File: config.mk
export PLATFORM = sky130hd
export DESIGN_NAME = alu_arbiter_flat
export DESIGN_NICKNAME = d
export VERILOG_FILES = /design/src/rtl/alu_arbiter_if.sv /design/src/rtl/alu_arbiter.sv /design/src/flat_wrapper.sv
export SDC_FILE = /design/constraint.sdc
export NUM_CORES = 1
export LEC_CHECK = 0
export CORE_AREA = 2 2 120 122
export DETAILED_ROUTE_END_ITERATION = 12
export DIE_AREA = 0 0 122 124
export GPL_ROUTABILITY_DRIVEN = 0
export PLACE_DENSITY = 0.65
export SYNTH_ARGS = -nofsm -noshare
export SYNTH_HDL_FRONTEND = slang
export SYNTH_SLANG_ARGS = --single-unit
File: constraint.sdc
create_clock -name clk -period 2.5 [get_ports clk]
set_input_delay 0.625 -clock clk [delete_from_list [all_inputs] [get_ports clk]]
set_output_delay 0.625 -clock clk [all_outputs]
set_load 0.1 [all_outputs]
File: src/rtl/alu_arbiter_if.sv
// Request/response and ALU-side signals for alu_arbiter.
// The arbiter uses the slave modport; the requesters and the ALU use the master modport.
interface alu_arbiter_if #(
  parameter int XLEN = 32
);
  logic            req0_valid;
  logic            req0_ready;
  logic [3:0]      req0_op;
  logic [XLEN-1:0] req0_a;
  logic [XLEN-1:0] req0_b;
  logic            resp0_valid;
  logic            resp0_ready;
  logic [XLEN-1:0] resp0_result;

  logic            req1_valid;
  logic            req1_ready;
  logic [3:0]      req1_op;
  logic [XLEN-1:0] req1_a;
  logic [XLEN-1:0] req1_b;
  logic            resp1_valid;
  logic            resp1_ready;
  logic [XLEN-1:0] resp1_result;

  logic [XLEN-1:0] alu_a;
  logic [XLEN-1:0] alu_b;
  logic [3:0]      alu_control;
  logic [XLEN-1:0] alu_result;

  modport slave (
    input  req0_valid, req0_op, req0_a, req0_b, resp0_ready,
    input  req1_valid, req1_op, req1_a, req1_b, resp1_ready,
    input  alu_result,
    output req0_ready, resp0_valid, resp0_result,
    output req1_ready, resp1_valid, resp1_result,
    output alu_a, alu_b, alu_control
  );

  modport master (
    output req0_valid, req0_op, req0_a, req0_b, resp0_ready,
    output req1_valid, req1_op, req1_a, req1_b, resp1_ready,
    output alu_result,
    input  req0_ready, resp0_valid, resp0_result,
    input  req1_ready, resp1_valid, resp1_result,
    input  alu_a, alu_b, alu_control
  );
endinterface

File: src/rtl/alu_arbiter.sv
// Round-robin sharing of one ALU between the execute stage (port 0) and the branch/address unit (port 1).
// Define ALU_ARB_STATS_EN to add the grant_cnt0/grant_cnt1/conflict_cnt statistics outputs.
module alu_arbiter #(
  parameter int XLEN = 32
) (
  input  logic        clk,
  input  logic        rst,
  alu_arbiter_if.slave bus
`ifdef ALU_ARB_STATS_EN
  ,
  output logic [31:0] grant_cnt0,
  output logic [31:0] grant_cnt1,
  output logic [31:0] conflict_cnt
`endif
);

  typedef enum logic {
    SLOT_EMPTY = 1'b0,
    SLOT_FULL  = 1'b1
  } slotState_t;

  slotState_t      r_slot0;
  slotState_t      r_slot1;
  logic [XLEN-1:0] r_result0;
  logic [XLEN-1:0] r_result1;
  logic            r_rrPtr;

  logic w_elig0;
  logic w_elig1;
  logic w_grant0;
  logic w_grant1;

  // A full slot only blocks its port if the consumer is not draining it this cycle.
  assign w_elig0  = bus.req0_valid && ((r_slot0 == SLOT_EMPTY) || bus.resp0_ready);
  assign w_elig1  = bus.req1_valid && ((r_slot1 == SLOT_EMPTY) || bus.resp1_ready);
  assign w_grant0 = w_elig0 && (!w_elig1 || !r_rrPtr);
  assign w_grant1 = w_elig1 && (!w_elig0 ||  r_rrPtr);

  assign bus.req0_ready   = w_grant0;
  assign bus.req1_ready   = w_grant1;
  assign bus.resp0_valid  = (r_slot0 == SLOT_FULL);
  assign bus.resp1_valid  = (r_slot1 == SLOT_FULL);
  assign bus.resp0_result = r_result0;
  assign bus.resp1_result = r_result1;

  always_comb begin
    bus.alu_a       = '0;
    bus.alu_b       = '0;
    bus.alu_control = 4'b0000;
    if (w_grant0) begin
      bus.alu_a       = bus.req0_a;
      bus.alu_b       = bus.req0_b;
      bus.alu_control = bus.req0_op;
    end else if (w_grant1) begin
      bus.alu_a       = bus.req1_a;
      bus.alu_b       = bus.req1_b;
      bus.alu_control = bus.req1_op;
    end
  end

  always_ff @(posedge clk or posedge rst) begin
    if (rst) begin
      r_slot0   <= SLOT_EMPTY;
      r_slot1   <= SLOT_EMPTY;
      r_result0 <= '0;
      r_result1 <= '0;
      r_rrPtr   <= 1'b0;
    end else begin
      if (w_grant0) begin
        r_rrPtr <= 1'b1;
      end else if (w_grant1) begin
        r_rrPtr <= 1'b0;
      end

      // A grant reloads the slot even when it is drained in the same cycle.
      case (r_slot0)
        SLOT_EMPTY: if (w_grant0) r_slot0 <= SLOT_FULL;
        SLOT_FULL:  if (!w_grant0 && bus.resp0_ready) r_slot0 <= SLOT_EMPTY;
        default:    r_slot0 <= SLOT_EMPTY;
      endcase
      if (w_grant0) begin
        r_result0 <= bus.alu_result;
      end

      case (r_slot1)
        SLOT_EMPTY: if (w_grant1) r_slot1 <= SLOT_FULL;
        SLOT_FULL:  if (!w_grant1 && bus.resp1_ready) r_slot1 <= SLOT_EMPTY;
        default:    r_slot1 <= SLOT_EMPTY;
      endcase
      if (w_grant1) begin
        r_result1 <= bus.alu_result;
      end
    end
  end

`ifdef ALU_ARB_STATS_EN
  logic [31:0] r_grantCnt0;
  logic [31:0] r_grantCnt1;
  logic [31:0] r_conflictCnt;

  always_ff @(posedge clk or posedge rst) begin
    if (rst) begin
      r_grantCnt0   <= '0;
      r_grantCnt1   <= '0;
      r_conflictCnt <= '0;
    end else begin
      if (w_grant0)           r_grantCnt0   <= r_grantCnt0 + 32'd1;
      if (w_grant1)           r_grantCnt1   <= r_grantCnt1 + 32'd1;
      if (w_elig0 && w_elig1) r_conflictCnt <= r_conflictCnt + 32'd1;
    end
  end

  assign grant_cnt0   = r_grantCnt0;
  assign grant_cnt1   = r_grantCnt1;
  assign conflict_cnt = r_conflictCnt;
`endif

endmodule
File: src/flat_wrapper.sv
// flat-port wrapper written by rule: the top's interface ports become plain ports
module alu_arbiter_flat 
#(
  parameter int XLEN = 32
)
  (clk, rst, bus_req0_valid, bus_req0_op, bus_req0_a, bus_req0_b, bus_resp0_ready, bus_req1_valid, bus_req1_op, bus_req1_a, bus_req1_b, bus_resp1_ready, bus_alu_result, bus_req0_ready, bus_resp0_valid, bus_resp0_result, bus_req1_ready, bus_resp1_valid, bus_resp1_result, bus_alu_a, bus_alu_b, bus_alu_control);
  alu_arbiter_if #(.XLEN(XLEN)) bus_i ();
  input  logic clk;
  input  logic rst;
  input wire logic [$bits(bus_i.req0_valid)-1:0] bus_req0_valid;
  input wire logic [$bits(bus_i.req0_op)-1:0] bus_req0_op;
  input wire logic [$bits(bus_i.req0_a)-1:0] bus_req0_a;
  input wire logic [$bits(bus_i.req0_b)-1:0] bus_req0_b;
  input wire logic [$bits(bus_i.resp0_ready)-1:0] bus_resp0_ready;
  input wire logic [$bits(bus_i.req1_valid)-1:0] bus_req1_valid;
  input wire logic [$bits(bus_i.req1_op)-1:0] bus_req1_op;
  input wire logic [$bits(bus_i.req1_a)-1:0] bus_req1_a;
  input wire logic [$bits(bus_i.req1_b)-1:0] bus_req1_b;
  input wire logic [$bits(bus_i.resp1_ready)-1:0] bus_resp1_ready;
  input wire logic [$bits(bus_i.alu_result)-1:0] bus_alu_result;
  output wire logic [$bits(bus_i.req0_ready)-1:0] bus_req0_ready;
  output wire logic [$bits(bus_i.resp0_valid)-1:0] bus_resp0_valid;
  output wire logic [$bits(bus_i.resp0_result)-1:0] bus_resp0_result;
  output wire logic [$bits(bus_i.req1_ready)-1:0] bus_req1_ready;
  output wire logic [$bits(bus_i.resp1_valid)-1:0] bus_resp1_valid;
  output wire logic [$bits(bus_i.resp1_result)-1:0] bus_resp1_result;
  output wire logic [$bits(bus_i.alu_a)-1:0] bus_alu_a;
  output wire logic [$bits(bus_i.alu_b)-1:0] bus_alu_b;
  output wire logic [$bits(bus_i.alu_control)-1:0] bus_alu_control;
  assign bus_i.req0_valid = bus_req0_valid;
  assign bus_i.req0_op = bus_req0_op;
  assign bus_i.req0_a = bus_req0_a;
  assign bus_i.req0_b = bus_req0_b;
  assign bus_i.resp0_ready = bus_resp0_ready;
  assign bus_i.req1_valid = bus_req1_valid;
  assign bus_i.req1_op = bus_req1_op;
  assign bus_i.req1_a = bus_req1_a;
  assign bus_i.req1_b = bus_req1_b;
  assign bus_i.resp1_ready = bus_resp1_ready;
  assign bus_i.alu_result = bus_alu_result;
  assign bus_req0_ready = bus_i.req0_ready;
  assign bus_resp0_valid = bus_i.resp0_valid;
  assign bus_resp0_result = bus_i.resp0_result;
  assign bus_req1_ready = bus_i.req1_ready;
  assign bus_resp1_valid = bus_i.resp1_valid;
  assign bus_resp1_result = bus_i.resp1_result;
  assign bus_alu_a = bus_i.alu_a;
  assign bus_alu_b = bus_i.alu_b;
  assign bus_alu_control = bus_i.alu_control;
  alu_arbiter #(.XLEN(XLEN)) u_core (.clk(clk), .rst(rst), .bus(bus_i));
endmodule
==> results of run 1 <==
[logic make-up after synthesis]
family | Yosys count | share of synthesized area (%)
flip-flops | 67 | 52.6
AND/OR/NAND/NOR | 6 | 1.33
multiplexers | 64 | 22.6
buffers and inverters | 24 | 3.69
AO/OA/AOI/OAI | 71 | 19.8
[power breakdown]
group | total, W | switching, W | internal (W) | leakage (nW)
Sequential | 0.00154 | 0.000163 | 0.00138 | 0.780
Clock | 0.00136 | 0.000479 | 0.000879 | 0.156
Combinational | 0.00601 | 0.00415 | 0.00185 | 2.57
[worst max-delay path by stage]
stage | start | to | cells past startpoint
2_1_floorplan | u_core.bus.resp0_valid | bus_alu_a[0] | 5
3_3_place_gp | bus_resp1_ready | bus_alu_b[4] | 6
3_5_place_dp | bus_resp1_ready | bus_alu_b[4] | 6
4_1_cts | u_core.bus.resp0_valid | bus_alu_b[4] | 8
5_1_grt | u_core.bus.resp0_valid | bus_alu_b[4] | 7
6_report | u_core.bus.resp0_valid | bus_alu_b[4] | 7
[critical path, cell delays in order, from the launching register on]
cell      delay (ns)
dfrtp_2         0.39
nor2b_4         0.13
buf_4           0.14
o211ai_4        0.21
inv_4           0.11
buf_12          0.19
a22o_4          0.25
buf_12          0.17
[per-stage QoR]
stage,setup slack (ns),util [%]
2_1_floorplan,-0.149,-
3_3_place_gp,-0.449,53.1
3_5_place_dp,-0.453,53.1
4_1_cts,-0.109,59.0
5_1_grt,-0.136,58.7
6_report,-0.0564,58.7
[flip-flops by register name, summed over array words and instances, names as in the netlist]
signal / flops
u_core.bus.resp0_result: 32
u_core.bus.resp0_valid: 1
u_core.bus.resp1_result: 32
u_core.bus.resp1_valid: 1
u_core.r_rrPtr: 1
[per-layer routing]
layer  track usage (%)  part of all wire [%]  wire (um)  vias to the layer above
met2              34.8                    52       8310                      163
met3              6.32                   8.4       1340                       22
met4              6.90                   2.2        359                        0
met1              24.1                    38       6070                     1680
met5                 0                     0          0                        -
li1                  -                     -          -                     1562
[cell usage in the layout (no fill, tap or decap)]
| cell type | synthesis | routed |
|---|---|---|
| clkdlybuf4s50_1 | 0 | 169 |
| buf_4 | 1 | 81 |
| buf_12 | 0 | 75 |
| dfrtp_1 | 67 | 65 |
| mux2_2 | 53 | 53 |
| a22o_4 | 0 | 34 |
| a22o_2 | 0 | 34 |
| mux2_1 | 11 | 11 |
| clkbuf_16 | 0 | 9 |
| buf_16 | 0 | 7 |
| buf_2 | 13 | 3 |
| buf_6 | 1 | 3 |
| diode_2 | 0 | 2 |
| inv_2 | 1 | 2 |
| nand2_1 | 2 | 2 |
| bufinv_16 | 0 | 2 |
| inv_6 | 0 | 2 |
| dfrtp_2 | 0 | 2 |
| nand2b_4 | 1 | 1 |
| nor2b_4 | 0 | 1 |
| a311oi_4 | 0 | 1 |
| nand2b_1 | 1 | 1 |
| o211ai_4 | 0 | 1 |
| inv_4 | 0 | 1 |
| or2_2 | 1 | 1 |
| o2bb2ai_1 | 1 | 1 |
| clkinvlp_4 | 0 | 1 |
| clkinv_2 | 0 | 1 |
| clkinv_4 | 0 | 1 |
| clkbuf_2 | 0 | 1 |
[timing repair]
item,4_1_cts,5_1_grt
hold endpoints to repair,0,0
gates resized for setup,52,2
setup buffers,11,0
setup endpoints to repair,70,68
gates cloned,7,0
pin swaps,23,2
[cell type report]
cell class / instances / area [sq um]
fill: 1092 / 5660
timing repair buffer: 339 / 4050
multi-input combinational: 141 / 1760
sequential: 67 / 1680
clock buffer: 9 / 225
tap: 180 / 225
clock inverter: 7 / 98.8
inverter: 3 / 13.8
antenna: 2 / 5.00
==> flow_metrics.tcl, run 1 <==
set metrics [dict create \
    grt_pass1_wl_um 22800 \
    start_util_pct 23.2 \
    synth_top_cell_by_area "dfrtp_1" \
    setup_ws_ns -0.0564 \
    pin_count 310 \
    whs_ns 0.499 \
    synth_area_sq_um 3190 \
    finalNonFillerCells 748 \
    hold_start "u_core.bus.resp0_result[8]" \
    status "complete, but fails checks" \
    syn_area_per_cell_sq_um 13.7 \
    viasPerCell 4.58 \
    clk_path_buf_depth 2 \
    p_per_area_nw_per_um2 1110 \
    synthTopCellsByCount "a22o_1, dfrtp_1, mux2_2, buf_2, mux2_1" \
    max_freq_mhz 391 \
    hold_buffers 0 \
    setup_viol 63 \
    yosysTopAreaCellShare_pct 52.6 \
    synth_edf_count 0 \
    design_area_sq_um 8060 \
    fin_nets 735 \
    yosys_warnings 0 \
    area_growth_pct 153 \
    hold_end "u_core.bus.resp0_result[8]" \
    numCtsBuffers 9 \
    drt-total-wl_um 16100 \
    cts_max_level 3 \
    ys_types 18 \
    coreArea_sq_um 13700 \
    ir_drop_mv 0.830 \
    hold_violations 0 \
    min-delay-path-class "reg2reg" \
    drc 0 \
    final.period_utilization_pct 102 \
    grt_overflow 0 \
    die_x_um 122 \
    rows 43 \
    grt_max_degree 39 \
    dr.pass1.iters 4 \
    yosysSeqAreaShare_pct 52.6 \
    place_inst 714 \
    max-cap-violations 0 \
    drtAntennaViolNets 0 \
    tightest_slew_ns 0.427 \
    drv_slew 0 \
    r2r-start "u_core.bus.resp0_valid" \
    fin_crit_ns 2.56 \
    critPathCaptureType "primary output" \
    synth_cells 232 \
    holdPathStages 1 \
    clk_pin_slew_ns 0.06 \
    antenna_found_initial 2 \
    synth_ff_type "dfrtp_1" \
    io_buffer_count 309 \
    die_area_sq_um 15100 \
    num_vias 3427 \
    worstSkewPairLatency_ns 0.32 \
    dieHeight_um 124 \
    synthArstFlopShare_pct 100 \
    setup.worst_path.start_class "register" \
    place_area_sq_um 7280 \
    synth.most_common_cell "a22o_1" \
    syn-num-nets 406 \
    grtUsageTotal_pct 20.3 \
    worstPathRequired_ns 1.88 \
    drive_gt1_share_pct 56.0 \
    violations "setup timing" \
    r2r-end "u_core.bus.resp0_result[26]" \
    cts.sinks 67 \
    root_buffer "clkbuf_16" \
    netlist_top_cells_area "dfrtp_1, mux2_2, a22o_1, mux2_1, buf_2" \
    dpl.hpwl_um 12400 \
    ys_ff_latch 67 \
    cp.arrival_ns 1.93 \
    tns_ns -1.63 \
    crit_type "reg2out" \
    grt_pass1_vias 3738 \
    cp_max_fo 22 \
    skew_ns 0.00592 \
    reg2reg_slack_ns 0.55 \
    p_total_w 0.00890 \
    wl_per_cell_um 21.5 \
    rsz0062_at_grt "true" \
    ff2ff_path_depth 7 \
    slew_headroom_pct 71.5 \
    drt_iter0_drc 148 \
    p_leak_nw 3.51 \
    cts_tree "yes" \
]
(Power assumes the default switching activity.)
==> inputs of run 2 (changes only) <==
- CORE_AREA: 2 2 120 122 -> 2 2 119 121
- DIE_AREA: 0 0 122 124 -> 0 0 121 123
- PLACE_DENSITY: 0.65 -> 0.69
- RECOVER_POWER: unset -> 50
- clock period: 2.5 -> 2.1 ns (I/O delays scaled with it)
==> run 2 against run 1 <==
Compared with the run above:
- the flow still finishes with violations (setup timing)
- core utilization up 4.6 points
- critical path type unchanged
- die area down 1.6%
- worst setup slack worse by 0.40 ns
- critical path depth up 1
- sequential share of layout area down 1.3 points
- worst hold slack worse by 0.011 ns
- via count up 3.6%
- largest power group unchanged
- global-route usage up 2.3 points
==> flow_metrics.tcl, run 2 (synthesis gave the netlist of run 1 again) <==
set metrics [dict create \
    die_x_um 121 \
    tightest_slew_ns 0.698 \
    clk_path_buf_depth 2 \
    grt_pass1_vias 3956 \
    whs_ns 0.488 \
    setup_ws_ns -0.452 \
    worstPathRequired_ns 1.57 \
    drv_slew 0 \
    status "complete, but fails checks" \
    fin_nets 750 \
    final_common_cell "clkdlybuf4s50_1" \
    cts_tree "yes" \
    place_inst 720 \
    drtAntennaViolNets 0 \
    fin_crit_ns 2.55 \
    grt_max_degree 32 \
    die_area_sq_um 14900 \
    clk_pin_slew_ns 0.06 \
    cp_max_fo 7 \
    grt_use_met2_pct 40.4 \
    grt_overflow 0 \
    dpl.hpwl_um 13200 \
    hold_end "u_core.bus.resp0_result[8]" \
    ff2ff_path_depth 10 \
    viasPerCell 4.66 \
    min-delay-path-class "reg2reg" \
    max_freq_mhz 392 \
    p_leak_nw 3.83 \
    finalNonFillerCells 763 \
    cts.sinks 67 \
    drive_gt1_share_pct 56.8 \
    drc 0 \
    top_usage_layer "met2" \
    final_cell_mix "clkdlybuf4s50_1, buf_12, a22o_4, dfrtp_1, buf_4" \
    num-fill-cells 984 \
    setup.worst_path.start_class "register" \
    hold_start "u_core.bus.resp0_result[8]" \
    drt-total-wl_um 17700 \
    ff_latch_area_sq_um 1680 \
    rsz0062_at_grt "true" \
    critPathCaptureType "primary output" \
    multiInputGateArea_sq_um 2070 \
    area_growth_pct 170 \
    drt_iter0_drc 119 \
    coreArea_sq_um 13600 \
    dieHeight_um 123 \
    p_total_w 0.0109 \
    pin_count 310 \
    io_buffer_count 309 \
    dr.pass1.iters 4 \
    final.period_utilization_pct 122 \
    use_met3_pct 6.50 \
    grtUsageTotal_pct 22.6 \
    cts_max_level 3 \
    grt_pass1_wl_um 24800 \
    reg2reg_slack_ns -0.08 \
    cp.arrival_ns 2.03 \
    fin_util_pct 63.3 \
    use_met1_pct 26.1 \
    antenna_found_initial 2 \
    setup_viol 79 \
    slew_headroom_pct 53.2 \
    rows 43 \
    max-cap-violations 0 \
    r2r-start "u_core.bus.resp0_valid" \
    start_util_pct 23.4 \
    crit_type "reg2out" \
    hold_violations 0 \
    holdPathStages 1 \
    num_vias 3552 \
    worstSkewPairLatency_ns 0.33 \
    wl_per_cell_um 23.1 \
    r2r-end "u_core.bus.resp0_result[22]" \
    numCtsBuffers 9 \
    violations "setup timing" \
    p_per_area_nw_per_um2 1260 \
    skew_ns 0.00893 \
    ir_drop_mv 0.894 \
    hold_buffers 0 \
    root_buffer "clkbuf_16" \
]
-- run 2: worst max-delay path by stage --
stage / from / end / slack [ns] / depth (start not counted)
6_report: u_core.bus.resp0_valid / bus_alu_a[1] / -0.45 / 8
3_3_place_gp: bus_resp0_ready / bus_alu_b[10] / -0.53 / 7
4_1_cts: u_core.bus.resp0_valid / bus_alu_a[14] / -0.48 / 9
3_5_place_dp: bus_resp0_ready / bus_alu_b[10] / -0.58 / 7
5_1_grt: u_core.bus.resp0_valid / bus_alu_a[1] / -0.51 / 8
2_1_floorplan: u_core.bus.resp0_valid / bus_alu_a[0] / -0.42 / 5
-- run 2: timing repair --
action / CTS / global route
gates resized for setup: 100 / 10
buffers inserted: 19 / 3
setup endpoints to repair: 88 / 92
pin swaps: 18 / 12
cloned: 10 / 1
-- run 2: through the flow --
step	setup TNS, ns	cell area [sq um]	setup slack (ns)
after global placement	-52.19	7500	-0.535
after CTS	-30.05	8730	-0.477
after detailed placement	-55.43	7500	-0.583
after global routing	-32.26	8610	-0.510
final	-26.66	8610	-0.452
after floorplan	-25.10	3450	-0.419
-- run 2: final cells by class --
class                      instances  area share (%)
antenna                            2          0.0581
inverter                           3           0.203
sequential                        67            19.5
clock inverter                     7           0.959
timing repair buffer             354            50.0
tap                              180            2.62
clock buffer                       9            2.62
multi-input combinational        141            24.0
-- run 2: routing by layer --
| metal | wire [um] | up-vias |
|---|---|---|
| li1 | - | 1587 |
| met1 | 6510 | 1765 |
| met2 | 9530 | 173 |
| met3 | 1280 | 27 |
| met4 | 338 | 0 |
| met5 | 0 | - |
-- run 2: worst max-delay path, cell delays in order, from the launching register on --
cell,delay (ns)
dfrtp_2,0.40
nor2b_4,0.14
buf_4,0.15
o211ai_4,0.21
inv_6,0.12
buf_12,0.15
buf_16,0.13
a22o_4,0.22
buf_12,0.16
-- run 2: power by group --
| part | internal (W) | total (W) | switching (W) |
|---|---|---|---|
| Clock | 0.000937 | 0.00155 | 0.000616 |
| Combinational | 0.00244 | 0.00749 | 0.00505 |
| Sequential | 0.00164 | 0.00183 | 0.000189 |
| Total | 0.00501 | 0.0109 | 0.00586 |
